==> src/rtl/pipe_skid_reg.sv <==
// pipe_skid_reg -- one-stage pipeline register with an optional skid entry.
//
// Registers a valid/ready stream with exactly one cycle of latency. With
// SKID=1 a second holding entry lets in_ready come straight from a flop, so
// the ready path is cut. With SKID=0 there is a single entry, and in_ready
// is combinational from out_ready.
//
// Ports
//   clk        single clock, rising edge
//   reset      synchronous active-high reset
//   flush      synchronous discard of all held entries
//   in_valid   upstream payload valid
//   in_ready   block can accept a payload this cycle
//   in_data    upstream payload [DATA_W]
//   out_valid  out_data holds a valid payload
//   out_ready  downstream accepts this cycle
//   out_data   head payload [DATA_W], straight from a register
//   occupancy  held entries: 0, 1 or 2
module pipe_skid_reg #(
  parameter int                DATA_W     = 32,
  parameter int                SKID       = 1,
  parameter logic [DATA_W-1:0] RESET_DATA = '0
) (
  input  logic              clk,
  input  logic              reset,
  input  logic              flush,
  input  logic              in_valid,
  output logic              in_ready,
  input  logic [DATA_W-1:0] in_data,
  output logic              out_valid,
  input  logic              out_ready,
  output logic [DATA_W-1:0] out_data,
  output logic [1:0]        occupancy
);

  // The encoding equals the entry count, so occupancy is the state itself.
  typedef enum logic [1:0] {EMPTY = 2'd0, ONE = 2'd1, FULL = 2'd2} state_t;

  state_t            state_q, state_d;
  logic [DATA_W-1:0] main_q, skid_q, main_nxt;
  logic              main_ld, skid_ld;
  logic              in_fire, out_fire;

  assign in_fire  = in_valid && in_ready;
  assign out_fire = out_valid && out_ready;
  assign out_data = main_q;

  // State and payload registers. Payloads only load on their enables, so
  // they stay quiet whenever data is not moving. Flush leaves skid_q alone:
  // it cannot be observed until a fresh load overwrites it.
  always_ff @(posedge clk) begin
    if (reset) begin
      state_q <= EMPTY;
      main_q  <= RESET_DATA;
      skid_q  <= RESET_DATA;
    end else if (flush) begin
      state_q <= EMPTY;
      main_q  <= RESET_DATA;
    end else begin
      state_q <= state_d;
      if (main_ld) main_q <= main_nxt;
      if (skid_ld) skid_q <= in_data;
    end
  end

  // Next state and load enables. With SKID=0, in_ready in ONE equals
  // out_ready, so an input transfer there always comes with an output
  // transfer. FULL is therefore unreachable in that mode.
  always_comb begin
    state_d  = state_q;
    main_ld  = 1'b0;
    skid_ld  = 1'b0;
    main_nxt = in_data;
    case (state_q)
      EMPTY: begin
        if (in_fire) begin
          state_d = ONE;
          main_ld = 1'b1;
        end
      end
      ONE: begin
        if (in_fire && out_fire) begin
          main_ld = 1'b1;
        end else if (in_fire) begin
          state_d = FULL;
          skid_ld = 1'b1;
        end else if (out_fire) begin
          state_d = EMPTY;
        end
      end
      FULL: begin
        if (out_fire) begin
          state_d  = ONE;
          main_ld  = 1'b1;
          main_nxt = skid_q;
        end
      end
      default: state_d = EMPTY;
    endcase
  end

  // Outputs. With SKID=1, in_ready depends on registered state only. flush
  // has no path to in_ready in either mode.
  always_comb begin
    out_valid = (state_q != EMPTY);
    occupancy = state_q;
    if (SKID != 0) in_ready = (state_q != FULL);
    else           in_ready = (state_q == EMPTY) || out_ready;
  end

endmodule

==> config.mk <==
export PLATFORM = sky130hd
export DESIGN_NAME = pipe_skid_reg
export DESIGN_NICKNAME = d
export VERILOG_FILES = /design/src/rtl/pipe_skid_reg.sv
export SDC_FILE = /design/constraint.sdc
export NUM_CORES = 1
export LEC_CHECK = 0
export CORE_ASPECT_RATIO = 0.6
export CORE_MARGIN = 1.5
export CORE_UTILIZATION = 53
export CTS_CLUSTER_DIAMETER = 150
export DETAILED_ROUTE_END_ITERATION = 7
export MAX_ROUTING_LAYER = met4
export PLACE_DENSITY = 0.83
export SETUP_SLACK_MARGIN = 0.5
export SLEW_MARGIN = 20
export SYNTH_ARGS = -nofsm -noshare
export SYNTH_HDL_FRONTEND = slang
export SYNTH_SLANG_ARGS = --single-unit
==> constraint.sdc <==
create_clock -name clk -period 3 [get_ports clk]
set_input_delay 0.6 -clock clk [delete_from_list [all_inputs] [get_ports clk]]
set_output_delay 0.6 -clock clk [all_outputs]
set_load 0.05 [all_outputs]
# Word level (Yosys, flattened, before mapping)
# Index checks and enable logic that the tools add are counted.
[classes]
n_addsub = 0
eq_ne = 7
multipliers = 0
reduce_logical = 8
n_bitwise = 1
n_lt_le_gt_ge = 0
shift = 0
n_div = 0
muxes = 14
[ops]
columns = ["operator", "count"]
rows = [
  ["32-bit 2-to-1 mux", 2],
  ["2-bit 2-to-1 mux", 5],
  ["2-bit inequality test (second input constant)", 4],
  ["2-bit case mux with 3 select lines", 1],
  ["1-bit 2-to-1 mux", 5],
  ["4-bit AND reduction", 1],
  ["1-bit logical AND", 3],
  ["3-bit inequality test (second input constant)", 1],
  ["1-bit case mux with 3 select lines", 1],
  ["2-bit by 1-bit == test with 1-bit output (second input constant)", 1],
  ["2-bit == test (second input constant)", 1],
  ["2-bit zero test", 1],
  ["2-bit AND reduction", 1],
  ["2-bit nonzero test", 1],
  ["2-bit OR reduction", 1],
  ["1-bit inverter", 1],
]
[word_totals]
latchBits = 0
memories = 0
romBits = 0
regBits = 66
ramBits = 0
in_bits = 37

# Logic depth before layout (Yosys ltp)
[logic_depth]
word_depth = 6
depth_mapped = 5
depth_no_buf = 3

# Worst setup path before layout
# Ideal clock, no wire load.
[synth_path]
kind = "register -> output"
start = "reg state_q[0] (netlist: occupancy[0])"
end = "out in_ready"
slack_ns = 1.167
path_stages_with_launch = 2
arrival_time_ns = 1.233
required_ns = 2.400
path_buffers = 0
path_cell_list = "dfxtp_1 -> nand2b_1"
[synth_between]
elab_chain_len = 1
[synth_lines]
columns = ["item", "line_no", "text"]
rows = [
  ["start, declared", "39", "state_t state_q, state_d;"],
  ["start signal, assigned", "60", "state_q <= state_d;"],
  ["2-bit inequality test", "107", "if (SKID != 0) in_ready = (state_q != FULL);"],
  ["end, declared", "28", "output logic in_ready,"],
]
# Every way passes these cells.

# Final worst setup path
[layout_path]
start = "reg state_q[1] (netlist: occupancy[1])"
end = "out occupancy[1]"
[layout_rtl]
columns = ["item", "line_no", "text"]
rows = [
  ["end, declared", "33", "output logic [1:0] occupancy"],
]
# No word-level cell between the ends.

==> flow_summary_export.csv <==
group,metric,value,unit
finish,fin_nets,439,
synthesis,yosys_warnings,0,
critical_path,cp-end-kind,"primary output",
worst_hold_path,hold_class,"reg -> reg",
synthesis,ys_types,25,
outcome,outcome,"complete, no violations",
worst_hold_path,hold_start,"skid_q[10]",
synthesis,synth_area_leaders,"dfxtp_1 (45%), a311oi_1 (9.6%), a211oi_1 (8.4%)",
cts,htree_levels,3,
cts,postCtsSetupRepairBufs,0,
critical_path,path_cells,"clkdlybuf4s50_1",
synthesis,synthesis.nets,388,
sta,finalSetupViolations,0,
global_routing,grt_pass1_wl,13010,µm
detailed_routing,drc,0,
synthesis,async_reset_ff_share,0,%
global_routing,grt_overflow,0,
cts,clockBufferDepth,2,
critical_path,cp.arrival,1.77,ns
critical_path,regToRegSetupSlack,1.22,ns
critical_path,required,2.40,ns
power,powerDensity,516.8,mW/mm²
synthesis,yosysTopAreaCell,"dfxtp_1",
detailed_routing,drtAntennaViolNets,0,
sta,fin_tns_setup,0,ns
global_routing,grt_busiest_layer,"met2",
sta,skew,0.004798,ns
sta,slew_violations,0,
critical_path,worst-setup-path-type,"reg -> out",
worst_hold_path,whs_path_depth,2,
power,peakVddDrop,0.2444,mV
place,io_buffers,72,
critical_path,max_stage_delay,0.88,ns
finish,drive_above_1_share,7.371,%
power,p_clk_share,37.5,%
floorplan,die-area,0.006004,mm²
synthesis,syn_avg_cell_area,8.356,µm²
sta,fin_crit_sh,78.84,%
synthesis,synth_edf_count,0,
detailed_routing,wl_per_cell,17.69,µm
finish,area_growth,29.86,%
synthesis,synth_ff_type,"dfxtp_1",
synthesis,synth_seq_cells,66,
global_routing,use_met3,8.756,%
sta,hold_viol,0,
critical_path,reg2reg_depth,4,
place,gp_congestion,0.8431,
detailed_routing,dr.pass1.iters,5,
sta,fmax,422.8,MHz
global_routing,grt_max_degree,47,
place,pre_cts_ws,0.5363,ns
critical_path,crit_family,"buffers and inverters",
global_routing,grt_use_met1,38.46,%
cts,clkSinkCount,66,
cts,cts_made_buffers,9,
sta,worstMarginPinSlew,1.090,ns
critical_path,critPathLaunch,"occupancy[1]",
cts,clk_pin_slew,0.07,ns
sta,setup_ws,0.6348,ns
global_routing,antenna_found_initial,0,
critical_path,cp-start-kind,"flip-flop",
floorplan,initial_utilization,56.35,%
synthesis,syn_area,0.002933,mm²
critical_path,cp.depth,1,
critical_path,rr_startpoint,"occupancy[1]",
global_routing,first_global_vias,2658,
power,switching_share,26.98,%
detailed_routing,wl,8369,µm
finish,antennaDiodeCount,0,
global_routing,grtUsageTotal,29.56,%
critical_path,worst-path-buf-inv,1,
cts,cts_tree,"yes",
synthesis,syn_inst,351,
power,p_int,0.001437,W
place,hpwl,4870,µm
sta,rsz0062_at_grt,"false",
power,p_leak,1.308,nW
floorplan,die_h,60.62,µm
critical_path,cp_slowest_cell,"clkdlybuf4s50_1",
power,seqPwrFrac,46.7,%
detailed_routing,avgViaCountPerCell,6.279,
sta,post-route-min-period,2.365,ns
flow_run,maxCapViolCount,0,
cts,clk_latency,0.35,ns
power,pwr-share-comb,15.8,%
synthesis,ys_seq_area_share,45.05,%
detailed_routing,vias,2970,
floorplan,die_x,99.04,µm
floorplan,io_pins,73,
global_routing,grt_use_met2,45.62,%
floorplan,core_area,0.005205,mm²
synthesis,synth_top_area_share,45.05,%
power,power_switching,0.0005311,W
detailed_routing,drtIter0Drc,221,
critical_path,crit_fanout,10,
cts,cts_root_buffer,"clkbuf_8",
sta,maxSlewHeadroom,27.26,%
floorplan,fp-row-count,20,
finish,fillers,415,
[power groups by stage]
stage | clock network (W) | registers, W | logic [W]
finish | 0.000738 | 0.000919 | 0.000312
global route | 0.000795 | 0.000920 | 0.000328
CTS | 0.000744 | 0.000918 | 0.000309
global placement | 0 | 0.000937 | 0.000302
floorplan | 0 | 0.00101 | 0.000112
detailed placement | 0 | 0.000937 | 0.000306
[area by class of cell]
type	count	area (µm²)	area share [%]
multi-input cells	242	1386	36.40
clock inverters	1	5.005	0.1314
well taps	66	82.58	2.168
clock buffers	15	196.4	5.158
flip-flops and latches	66	1321	34.69
repair buffers	82	813.3	21.35
inverters	1	3.754	0.09855
[path summary, 6_finish.rpt]
path             endpoint
max          occupancy[1]
min            skid_q[10]
max reg2reg  out_data[16]
min reg2reg    skid_q[10]
[synthesized netlist by cell type, types with 2 or more instances]
master,n
a211oi_1,33
a21o_1,2
a21oi_1,33
a311oi_1,32
buf_1,3
buf_2,15
buf_4,3
buf_6,7
clkbuf_1,14
dfxtp_1,66
nand2_1,66
nand2b_1,2
nand3_1,32
o21ai_0,28
o21ai_1,4
or2_2,2
[repair_timing]
action,4_1_cts,5_1_grt
resized for setup,0,2
hold buffers,0,0
hold endpoints to repair,0,0
setup endpoints to repair,0,2
[kinds of logic after synthesis]
| kind of cell | count (synthesis) | share of synthesized area (%) |
|---|---|---|
| AND/OR/NAND/NOR | 109 | 16.77 |
| AO/OA/AOI/OAI | 133 | 29.86 |
| buffers and inverters | 43 | 8.319 |
| flip-flops | 66 | 45.05 |
[flip-flops by register name, summed over array words and instances (netlist names)]
signal,cells
out_data,32
skid_q,32
occupancy,2
[routing by layer]
layer | wire length (µm) | part of all wire (%)
met1 | 3681 | 44
met2 | 3764 | 45
met3 | 840 | 10
met4 | 82 | 0.98
met5 | 0 | 0
[through the flow]
step / utilization [%] / area, µm² / hold slack [ns] / total power [W] / cells
3_3_place_gp: 69.21 / 3602 / 0.4601 / 0.001239 / 457
5_1_grt: 73.17 / 3809 / 0.5010 / 0.002044 / 473
6_report: 73.17 / 3809 / 0.4781 / 0.001968 / 473
2_1_floorplan: - / 2933 / 0.4541 / 0.001118 / 351
4_1_cts: 73.08 / 3804 / 0.4761 / 0.001971 / 473
3_5_place_dp: 69.21 / 3602 / 0.4667 / 0.001244 / 457
[layout by cell type, fill, tap and decap left out, types with 2 or more instances in the layout]
master / Yosys / routed
a211oi_1: 33 / 33
a21o_1: 2 / 2
a21oi_1: 33 / 33
a311oi_1: 32 / 32
buf_4: 3 / 9
clkbuf_8: 0 / 14
clkdlybuf4s50_1: 0 / 70
dfxtp_1: 66 / 66
dlymetal6s2s_1: 0 / 2
nand2_1: 66 / 66
nand2b_1: 2 / 2
nand3_1: 32 / 32
o21ai_0: 28 / 28
o21ai_1: 4 / 4
or2_2: 2 / 2
(Power assumes the default switching activity.)
